[src/rtl/demux_tdm_1x4_pkg.sv]
// Shared definitions for the TDM receive demultiplexer.
//  - FSM state encodings (one bit: hunting for alignment, or locked)
//  - legal range of the channel count
//  - helper that builds a one-hot channel strobe
package demux_tdm_1x4_pkg;

  localparam logic ST_HUNT   = 1'b0;
  localparam logic ST_LOCKED = 1'b1;

  localparam int N_CH_MIN = 2;
  localparam int N_CH_MAX = 16;

  // One-hot strobe for slot 'sel' in a field of up to N_CH_MAX channels;
  // the caller truncates to its own channel count.
  function automatic logic [N_CH_MAX-1:0] onehot_slot(input logic [3:0] sel);
    logic [N_CH_MAX-1:0] v;
    v      = '0;
    v[sel] = 1'b1;
    return v;
  endfunction

endpackage

[src/rtl/demux_tdm_1x4_if.sv]
// Bus bundle for the TDM receive demultiplexer.
//
// Handshake: din_valid is a valid-only qualifier. There is no ready; the
// receiver accepts every word presented with din_valid=1, in the same cycle.
// din and frame_sync are meaningful only while din_valid=1. The output side
// is pulse/level based: ch_strobe, frame_valid and sync_err are one-cycle
// pulses, ch_data/ch_sel/locked are held levels.
//
// Signals:
//  din_valid, din, frame_sync  : incoming TDM stream (driven by master)
//  ch_data                     : last complete frame, channel k at [k*WIDTH +: WIDTH]
//  ch_strobe, ch_sel           : per-word capture pulse and slot index
//  frame_valid, locked, sync_err : frame/alignment status
//  dbg_state                   : current FSM state for observation
interface demux_tdm_1x4_if #(
  parameter int WIDTH = 8,
  parameter int N_CH  = 4
) ();
  localparam int SEL_W = $clog2(N_CH);

  logic                  din_valid;
  logic [WIDTH-1:0]      din;
  logic                  frame_sync;
  logic [N_CH*WIDTH-1:0] ch_data;
  logic [N_CH-1:0]       ch_strobe;
  logic [SEL_W-1:0]      ch_sel;
  logic                  frame_valid;
  logic                  locked;
  logic                  sync_err;
  logic                  dbg_state;

  modport master (
    output din_valid, din, frame_sync,
    input  ch_data, ch_strobe, ch_sel, frame_valid, locked, sync_err, dbg_state
  );

  modport slave (
    input  din_valid, din, frame_sync,
    output ch_data, ch_strobe, ch_sel, frame_valid, locked, sync_err, dbg_state
  );
endinterface

[src/rtl/demux_tdm_1x4_mod_n_counter.sv]
// Modulus-MOD slot counter.
// Ports:
//  clk, rst : clock, synchronous active-high reset (count -> 0)
//  en       : advance by one, wrapping from MOD-1 to 0
//  load1    : load the value 1 (takes priority over en)
//  cnt      : current count
//  wrap     : combinational, high when en is set while cnt = MOD-1
module mod_n_counter #(
  parameter int W   = 2,
  parameter int MOD = 4
) (
  input  logic         clk,
  input  logic         rst,
  input  logic         en,
  input  logic         load1,
  output logic [W-1:0] cnt,
  output logic         wrap
);
  localparam logic [W-1:0] LAST = W'(MOD - 1);

  assign wrap = en && (cnt == LAST);

  always_ff @(posedge clk) begin
    if (rst) begin
      cnt <= '0;
    end else if (load1) begin
      cnt <= W'(1);
    end else if (en) begin
      cnt <= (cnt == LAST) ? '0 : cnt + W'(1);
    end
  end
endmodule

[src/rtl/demux_tdm_1x4.sv]
// Receive side of a word-interleaved TDM link. Locks to frame_sync, steers
// each accepted word into its channel slot and publishes a coherent frame on
// ch_data with a one-cycle frame_valid pulse.
// Ports:
//  clk  : rising-edge clock
//  rst  : synchronous active-high reset
//  bus  : demux_tdm_1x4_if.slave (stream in, channel bank and status out)
module demux_tdm_1x4
  import demux_tdm_1x4_pkg::*;
#(
  parameter int WIDTH = 8,
  parameter int N_CH  = 4
) (
  input logic          clk,
  input logic          rst,
  demux_tdm_1x4_if.slave bus
);
  localparam int SEL_W = $clog2(N_CH);

  generate
    if (N_CH < N_CH_MIN || N_CH > N_CH_MAX) begin : g_bad_n_ch
      $error("demux_tdm_1x4: N_CH out of range 2..16");
    end
  endgenerate

  logic             state;
  logic [SEL_W-1:0] slot;
  logic             cnt_en;
  logic             cnt_load;
  logic             cnt_wrap;
  // Channel N_CH-1 is never buffered: it goes straight into ch_data.
  logic [WIDTH-1:0] work [N_CH-1];

  // Counter control. A sync word always restarts the frame at slot 1;
  // a missing sync at slot 0 leaves the counter parked at 0 for HUNT.
  always_comb begin
    cnt_en   = 1'b0;
    cnt_load = 1'b0;
    if (bus.din_valid) begin
      if (state == ST_HUNT) begin
        cnt_load = bus.frame_sync;
      end else if (slot == '0) begin
        cnt_en = bus.frame_sync;
      end else begin
        cnt_load = bus.frame_sync;
        cnt_en   = !bus.frame_sync;
      end
    end
  end

  mod_n_counter #(.W(SEL_W), .MOD(N_CH)) u_slot_cnt (
    .clk   (clk),
    .rst   (rst),
    .en    (cnt_en),
    .load1 (cnt_load),
    .cnt   (slot),
    .wrap  (cnt_wrap)
  );

  always_ff @(posedge clk) begin
    if (rst) begin
      state           <= ST_HUNT;
      bus.ch_data     <= '0;
      bus.ch_strobe   <= '0;
      bus.ch_sel      <= '0;
      bus.frame_valid <= 1'b0;
      bus.sync_err    <= 1'b0;
      for (int i = 0; i < N_CH - 1; i++) work[i] <= '0;
    end else begin
      bus.ch_strobe   <= '0;
      bus.frame_valid <= 1'b0;
      bus.sync_err    <= 1'b0;
      if (bus.din_valid) begin
        if (state == ST_HUNT) begin
          if (bus.frame_sync) begin
            work[0]       <= bus.din;
            bus.ch_strobe <= N_CH'(1);
            bus.ch_sel    <= '0;
            state         <= ST_LOCKED;
          end
        end else if (slot == '0) begin
          if (bus.frame_sync) begin
            work[0]       <= bus.din;
            bus.ch_strobe <= N_CH'(1);
            bus.ch_sel    <= '0;
          end else begin
            bus.sync_err <= 1'b1;
            state        <= ST_HUNT;
          end
        end else if (bus.frame_sync) begin
          // Early sync: drop the partial frame, restart with this word.
          bus.sync_err  <= 1'b1;
          work[0]       <= bus.din;
          bus.ch_strobe <= N_CH'(1);
          bus.ch_sel    <= '0;
        end else begin
          for (int i = 1; i < N_CH - 1; i++) begin
            if (slot == SEL_W'(i)) work[i] <= bus.din;
          end
          bus.ch_strobe <= N_CH'(onehot_slot(4'(slot)));
          bus.ch_sel    <= slot;
          if (cnt_wrap) begin
            // Last channel: whole frame lands in ch_data in one edge.
            for (int i = 0; i < N_CH - 1; i++) bus.ch_data[i*WIDTH +: WIDTH] <= work[i];
            bus.ch_data[(N_CH-1)*WIDTH +: WIDTH] <= bus.din;
            bus.frame_valid <= 1'b1;
          end
        end
      end
    end
  end

  assign bus.locked    = (state == ST_LOCKED);
  assign bus.dbg_state = state;
endmodule

[src/flat_wrapper.sv]
// flat-port wrapper written by rule: the top's interface ports become plain ports
module demux_tdm_1x4_flat import demux_tdm_1x4_pkg::*;
#(
  parameter int WIDTH = 8,
  parameter int N_CH  = 4
)
  (clk, rst, bus_din_valid, bus_din, bus_frame_sync, bus_ch_data, bus_ch_strobe, bus_ch_sel, bus_frame_valid, bus_locked, bus_sync_err, bus_dbg_state);
  demux_tdm_1x4_if #(.WIDTH(WIDTH), .N_CH(N_CH)) bus_i ();
  input logic clk;
  input logic rst;
  input wire logic [$bits(bus_i.din_valid)-1:0] bus_din_valid;
  input wire logic [$bits(bus_i.din)-1:0] bus_din;
  input wire logic [$bits(bus_i.frame_sync)-1:0] bus_frame_sync;
  output wire logic [$bits(bus_i.ch_data)-1:0] bus_ch_data;
  output wire logic [$bits(bus_i.ch_strobe)-1:0] bus_ch_strobe;
  output wire logic [$bits(bus_i.ch_sel)-1:0] bus_ch_sel;
  output wire logic [$bits(bus_i.frame_valid)-1:0] bus_frame_valid;
  output wire logic [$bits(bus_i.locked)-1:0] bus_locked;
  output wire logic [$bits(bus_i.sync_err)-1:0] bus_sync_err;
  output wire logic [$bits(bus_i.dbg_state)-1:0] bus_dbg_state;
  assign bus_i.din_valid = bus_din_valid;
  assign bus_i.din = bus_din;
  assign bus_i.frame_sync = bus_frame_sync;
  assign bus_ch_data = bus_i.ch_data;
  assign bus_ch_strobe = bus_i.ch_strobe;
  assign bus_ch_sel = bus_i.ch_sel;
  assign bus_frame_valid = bus_i.frame_valid;
  assign bus_locked = bus_i.locked;
  assign bus_sync_err = bus_i.sync_err;
  assign bus_dbg_state = bus_i.dbg_state;
  demux_tdm_1x4 #(.WIDTH(WIDTH), .N_CH(N_CH)) u_core (.clk(clk), .rst(rst), .bus(bus_i));
endmodule
[config.mk]
export PLATFORM = sky130hd
export DESIGN_NAME = demux_tdm_1x4_flat
export DESIGN_NICKNAME = d
export VERILOG_FILES = /design/src/rtl/demux_tdm_1x4_pkg.sv /design/src/rtl/demux_tdm_1x4_if.sv /design/src/rtl/demux_tdm_1x4_mod_n_counter.sv /design/src/rtl/demux_tdm_1x4.sv /design/src/flat_wrapper.sv
export SDC_FILE = /design/constraint.sdc
export NUM_CORES = 1
export LEC_CHECK = 0
export BUFFER_PORTS_ARGS = -buffer_cell sky130_fd_sc_hd__buf_2
export CORE_MARGIN = 2
export CORE_UTILIZATION = 50
export CTS_BUF_LIST = sky130_fd_sc_hd__clkbuf_2 sky130_fd_sc_hd__clkbuf_4 sky130_fd_sc_hd__clkbuf_8
export CTS_CLUSTER_SIZE = 10
export DETAILED_ROUTE_END_ITERATION = 10
export HOLD_SLACK_MARGIN = 0.08
export PLACE_DENSITY_LB_ADDON = 0.15
export SETUP_SLACK_MARGIN = 0.1
export SYNTH_ARGS = -nofsm -noshare
export SYNTH_HDL_FRONTEND = slang
export SYNTH_SLANG_ARGS = --single-unit
[constraint.sdc]
create_clock -name clk -period 1.8 [get_ports clk]
set_input_delay 0.18 -clock clk [delete_from_list [all_inputs] [get_ports clk]]
set_output_delay 0.18 -clock clk [all_outputs]
set_load 0.005 [all_outputs]
=== Word-level counts from Yosys, hierarchy flattened ===
Memories as Yosys holds them, arrays and structs flattened. A register that Yosys moved wholly into a read port is not among the register bits.
Cells that the tools add are included.

* $add $sub $neg: 1
* $lt $le $gt $ge: 2
* Equality and inequality tests: 3
* Multiplexer cells: 60
* Bitwise logic cells: 9
* Reductions and logical operators: 10

{| class="wikitable"
|+ Operator list
! kind !! count
|-
| $mux W1 || 46
|-
| $mux W8 || 5
|-
| $mux W4 || 3
|-
| $mux W2 || 5
|-
| $lt A2 B5 Y1 const B || 1
|-
| $or A1 B1 Y1 || 5
|-
| $reduce_and A5 Y1 || 1
|-
| $reduce_or A5 Y1 || 1
|-
| $eq A2 B2 Y1 const B || 2
|-
| $not A1 Y1 || 4
|-
| $reduce_or A2 Y1 || 2
|-
| $reduce_or A3 Y1 || 1
|-
| $add A2 B1 Y2 const B || 1
|-
| $demux W1 S2 || 1
|-
| $eq A2 B1 Y1 const B || 1
|-
| $ge A2 B1 Y1 const B || 1
|-
| $logic_and A1 B1 Y1 || 2
|-
| $logic_not A2 Y1 || 1
|-
| $reduce_bool A2 Y1 || 1
|-
| $logic_not A1 Y1 || 1
|}

* Flip-flop bits (word level): 43
* RAM bits: 24
* Input bits: 12
* Output and inout bits: 42
* Word-level logic and storage cells: 94
* Memories: 1

{| class="wikitable"
|+ Memories
! name !! depth !! width !! read ports !! clocked after Yosys merged registers in !! write ports !! line !! text
|-
| u_core.work || 3 || 8 || 3 || 3 || 3 || demux_tdm_1x4.sv:32 || <nowiki>logic [WIDTH-1:0] work [N_CH-1];</nowiki>
|}

=== Logic depth before layout (Yosys ltp) ===
Gate-level depths: netlist (run 1).

* Depth in word-level cells: 9
* Depth in mapped cells: 9
* Depth with buffers taken out: 8

=== Modules after synthesis ===
From an unflattened synthesis (run 1), not the netlist that was laid out.

* Cell total of the unflattened synthesis: 234
* Area, all modules: 2439.8 um^2

{| class="wikitable"
|+ By module, submodules not included
! module !! instances !! cells an instance !! area an instance (um^2) !! seq. area each (um^2)
|-
| demux_tdm_1x4 || 1 || 224 || 2341.0 || 1541.5
|-
| mod_n_counter || 1 || 10 || 98.8 || 40.0
|}

=== Worst setup path after synthesis (run 1) ===
No wires, ideal clock.

* Path type: flip-flop to flip-flop
* Start point: register u_core.u_slot_cnt.cnt[0]
* End point: memory u_core.work[0][0] (enable)
* Library setup time: 375 ps
* Arrival time: 1598 ps
* Required time: 1425 ps
* Setup slack: -172 ps
* Cell stages (with the launch flop): 8
* Buffers on the path: 0
* Clock period less this slack: 1972 ps
* Cells stage by stage: dfxtp_1 -> inv_1 -> ha_1 -> inv_1 -> ha_1 -> nand2_1 -> a21boi_1 -> o21bai_1

{| class="wikitable"
|+ RTL lines
! what !! line !! text
|-
| from (decl) || demux_tdm_1x4_mod_n_counter.sv:16 || <nowiki>output logic [W-1:0] cnt,</nowiki>
|-
| from (signal assigned) || demux_tdm_1x4_mod_n_counter.sv:29 || <nowiki>cnt <= (cnt == LAST) ? '0 : cnt + W'(1);</nowiki>
|-
| to (decl) || demux_tdm_1x4.sv:32 ||
|}

==> impl_metrics.toml, run 1 <==
[run_status]
status = "finished, final reports clean"

[flow_run]
drv_cap = 0

[final_layout]
instances_no_fill = 369
nNetsFinal = 317
design_area_sq_mm = 0.00314
layout_common_cells = "71 x nand2_1, 53 x buf_2, 41 x dfxtp_1"
multi_input_area_sq_um = 890
syn2layout_area_growth_pct = 27.3
seq_area_sq_mm = 0.00158
fillCellCount = 411
drive_above_1_share_pct = 34.4
diodes = 0
final_common_cell = "nand2_1"

[clocking]
cts_tree = "done"
cts_hold_buffers = 0
root_buffer = "clkbuf_8"
cts_made_buffers = 9
cts_htree_levels = 3
clockBufferDepth = 2
clk-insertion-delay-late_ns = 0.33
numClockSinks = 67
path_clk_slew_ns = 0.07

[sta]
finalHoldWorstSlack_ns = 0.105
rsz0062_at_grt = "no"
tns_ns = 0
worstMarginPinSlew_ns = 0.320
slew_headroom_pct = 78.5
slew_violations = 0
fin_crit_ns = 1.63
max_clock_freq_mhz = 615
hold_viol_final = 0
fin_skew_ns = 0.0103
finalSetupViolations = 0
fin_crit_sh_pct = 90.4

[routing]
wl_met3_um = 236
highest_layer = "met4"
routed_via_density = 4.92
met1_length_um = 2330
post_drt_wl_per_cell_um = 13.9
ant_nets = 0
routed_wl_um = 5140
dr.pass1.iters = 4
drt_iter0_drc = 107
drc = 0
vias = 1815
route.met2.wl_um = 2540

[logic_synthesis]
synthesis.nets = 254
syn-instance-count = 235
yosysWarnings = 0
ys_types = 27
synthesis.area_sq_mm = 0.00247
synth-seq-cells = 67
synth.avg_cell_area_sq_um = 10.5
yosysSeqAreaShare_pct = 64.1

[die]
fp-row-count = 25
core_sq_mm = 0.00475
die_x_um = 74.3
fp.dieArea_sq_mm = 0.00552
die_h_um = 74.3
pin_count = 54
initial_core_util_pct = 51.9

[worst_setup_path]
timing_worst_setup_path_type = "flip-flop to flip-flop"
crit_required_ns = 1.90
cp-start-kind = "flip-flop"
path_max_fanout = 8
crit_arrival_ns = 1.72
end_kind = "flip-flop"

[global_routing]
grt_usage_pct = 20.3
grt_pass1_vias = 1670
grt_max_degree = 33
antenna_found_initial = 0
grt_pass1_wl_um = 8090
overflow = 0

[placed_design]
place_inst = 352
hpwl_um = 3540
portBuffers = 53
place_area_sq_mm = 0.00290
gp_congestion = 0.832

[min_path]
hold_path.class = "input port to flip-flop"

[power]
leakagePower_nw = 1.31
powerDensity_mw_per_mm2 = 924
peakVddDrop_mv = 0.521
cell usage after synthesis (all sizes together):
library cell	number	share of area, %
and2	11	2.8
or2	4	1.0
nand2b	2	0.51
clkbuf	5	0.76
inv	4	0.61
nor3b	2	0.61
and2b	1	0.30
ha	7	3.5
nor2	3	0.76
o21ai	3	0.61
mux2i	1	0.41
o21bai	1	0.30
o2bb2ai	1	0.61
a21boi	1	0.30
edfxtp	24	29
a221oi	2	0.71
buf	8	2.0
a21oi	36	7.3
nor4	2	1.1
nand2	73	11
nand4	1	0.25
dfxtp	43	35
per-layer routing:
metal  global-route usage [%]  vias to the layer above
li1                         -                      908
met1                     26.3                      861
met2                     31.8                       42
met3                     7.05                        4
met4                     7.14                        0
met5                        0                        -
cells by family after synthesis:
group,after synthesis,share of synthesized area (%)
buf+inv,17,3.40
fa+ha+maj,7,3.55
mux,1,0.405
flops,67,64.1
simple gates,99,18.8
compound gates,44,9.83
state kept, by name (all words and copies together) (netlist names):
signal	cells
u_core.bus.dbg_state	1
u_core.bus.sync_err	1
u_core.bus.ch_data	8
u_core.bus.frame_valid	1
u_core.u_slot_cnt.cnt	2
bus_ch_data	24
u_core.work	24
u_core.bus.ch_strobe	4
u_core.bus.ch_sel	2
power breakdown:
group	total, W	internal (W)	leakage (nW)	switching [W]
combinational	0.000157	0.0000664	0.616	0.0000909
sequential	0.00162	0.00160	0.598	0.0000131
clock	0.00113	0.000598	0.0967	0.000533
through the flow:
stage,utilization [%],total power (W),setup WS (ns)
2_1_floorplan,-,0.00172,0.133
3_3_place_gp,60.9,0.00179,0.0844
3_5_place_dp,60.9,0.00179,0.0269
4_1_cts,65.1,0.00292,0.0977
5_1_grt,66.1,0.00300,0.0953
6_report,66.1,0.00290,0.173
final cells by class:
class	instances	area share, %
clock inverters	2	0.358
multi-input cells	151	28.3
clock buffers	13	5.29
inverters	4	0.478
repair buffers	65	12.5
well taps	67	2.67
flip-flops and latches	67	50.4
what timing repair did:
item	in CTS	in global routing
pin swaps	2	12
cloned	0	0
resized for setup	4	14
buffers inserted	1	1
setup endpoints to repair	25	49
path summary, 6_finish.rpt:
check / from / to / slack [ns] / cells past startpoint
setup / recovery: u_core.u_slot_cnt.cnt[0] / u_core.work[0][16] / 0.17 / 8
hold / removal: bus_din[3] / u_core.bus.ch_data[27] / 0.10 / 3
setup reg to reg: u_core.u_slot_cnt.cnt[0] / u_core.work[0][16] / 0.17 / 8
hold reg to reg: bus_ch_data[9] / bus_ch_data[9] / 0.45 / 2
critical path, stage by stage (launching register included):
cell and delay, ns:
dfxtp_2 0.33, inv_2 0.09, ha_4 0.16, inv_2 0.06
ha_4 0.15, nand2_2 0.05, a21boi_4 0.23, o2bb2ai_4 0.14
and2_4 0.19
Power figures use the tool's default switching activity.
==> run 2, diff against run 1 <==
--- a/config.mk
+++ b/config.mk
@@ -7,7 +7,7 @@
 export LEC_CHECK = 0
 export BUFFER_PORTS_ARGS = -buffer_cell sky130_fd_sc_hd__buf_2
 export CORE_MARGIN = 2
-export CORE_UTILIZATION = 50
+export CORE_UTILIZATION = 35
 export CTS_BUF_LIST = sky130_fd_sc_hd__clkbuf_2 sky130_fd_sc_hd__clkbuf_4 sky130_fd_sc_hd__clkbuf_8
 export CTS_CLUSTER_SIZE = 10
 export DETAILED_ROUTE_END_ITERATION = 10
==> impl_metrics.toml, run 2 (same netlist as run 1, synthesis figures left out) <==
[sta]
finalSetupViolations = 0
worstMarginPinSlew_ns = 0.307
fin_crit_sh_pct = 89.9
tns_ns = 0
fin_crit_ns = 1.62
slew_headroom_pct = 79.5
fin_skew_ns = 0.0111
rsz0062_at_grt = "no"
slew_violations = 0
hold_viol_final = 0
max_clock_freq_mhz = 618

[min_path]
hold_path.class = "input port to flip-flop"

[final_layout]
seq_area_sq_mm = 0.00158
syn2layout_area_growth_pct = 29.8
multi_input_area_sq_um = 877
drive_above_1_share_pct = 34.4
nNetsFinal = 319
diodes = 0
fillCellCount = 673
layout_common_cells = "72 x nand2_1, 53 x buf_2, 42 x dfxtp_1"
instances_no_fill = 401
final_common_cell = "nand2_1"

[die]
initial_core_util_pct = 36.3
fp.dieArea_sq_mm = 0.00774
core_sq_mm = 0.00679
die_x_um = 88.0
die_h_um = 88.0
fp-row-count = 30
pin_count = 54

[routing]
ant_nets = 0
drc = 0
drt_iter0_drc = 63
dr.pass1.iters = 4
vias = 1792
routed_wl_um = 5350
routed_via_density = 4.47
post_drt_wl_per_cell_um = 13.4

[global_routing]
antenna_found_initial = 0
overflow = 0
grt_pass1_vias = 1717
grt_max_degree = 33
grt_pass1_wl_um = 8690
grt_usage_pct = 15.2

[clocking]
numClockSinks = 67
path_clk_slew_ns = 0.07
clk-insertion-delay-late_ns = 0.34
cts_hold_buffers = 0
root_buffer = "clkbuf_8"
cts_made_buffers = 9
cts_htree_levels = 3
cts_tree = "done"
clockBufferDepth = 2

[worst_setup_path]
critPathMostFrequentCell = "inv_2"
crit_chain = "inv_2 > ha_4 > inv_2 > ha_2 > nand2_1 > a21boi_4 > o2bb2ai_4 > and2_4"
cp-start-kind = "flip-flop"
crit_arrival_ns = 1.70
timing_worst_setup_path_type = "flip-flop to flip-flop"
cpPeakStageDelay_ns = 0.33
crit_required_ns = 1.89
end_kind = "flip-flop"
path_max_fanout = 8
slowest_stage = "dfxtp_2"

[placed_design]
portBuffers = 53
gp_congestion = 0.745
hpwl_um = 3810
place_inst = 384

[power]
leakagePower_nw = 1.32
peakVddDrop_mv = 0.370
powerDensity_mw_per_mm2 = 946

[run_status]
status = "finished, final reports clean"

[flow_run]
drv_cap = 0
==> run 2: cell type report <==
type                    instances  share of cell area (%)
flip-flops and latches         67                    49.4
multi-input cells             151                    27.4
repair buffers                 67                    12.7
clock buffers                  10                    4.30
well taps                      96                    3.75
clock inverters                 6                    1.99
inverters                       4                   0.469
==> run 2: what timing repair did <==
action                     4_1_cts  5_1_grt
cloned                           0        0
buffers inserted                 0        1
setup endpoints to repair       24       28
pin swaps                        1       11
resized for setup                3       12
==> run 2: through the flow <==
step	hold WS, ns	cell area (sq um)	util, %	setup slack (ns)	power [W]
CTS	0.0808	3170	46.6	0.0991	0.00307
global route	0.0977	3200	47.2	0.0981	0.00317
finish	0.0975	3200	47.2	0.182	0.00303
global placement	0.442	2960	43.5	0.0726	0.00180
floorplan	0.296	2500	-	0.133	0.00172
detailed placement	0.444	2960	43.5	0.0261	0.00179
==> run 2: critical path, delay by kind of cell, from the launching register on <==
family / cells / cell delay [ns]
AO/OA/AOI/OAI: 2 / 0.37
buffers and inverters: 2 / 0.13
flip-flops: 1 / 0.33
AND/OR/NAND/NOR: 2 / 0.24
adder cells (fa/ha/maj): 2 / 0.31
==> run 2: power breakdown <==
part           switching (W)  leakage (nW)  internal, W
sequential         0.0000137         0.597      0.00160
clock               0.000585        0.0987     0.000677
combinational      0.0000887         0.624    0.0000665
==> run 2: metal layers <==
metal	wire [um]	global-route usage (%)	vias up	part of all wire, %
met5	0	0	-	0
met1	2550	20.0	834	48
met2	2520	23.6	37	47
li1	-	-	913	-
met4	90	7.13	0	1.7
met3	190	3.58	8	3.5
==> run 2: final timing paths <==
check                      startpoint                endpoint  slack [ns]  cells past startpoint
max          u_core.u_slot_cnt.cnt[1]      u_core.work[0][21]        0.18                      8
min                        bus_din[2]  u_core.bus.ch_data[26]         0.1                      3
max reg2reg  u_core.u_slot_cnt.cnt[1]      u_core.work[0][21]        0.18                      8
min reg2reg           bus_ch_data[16]         bus_ch_data[16]        0.45                      2
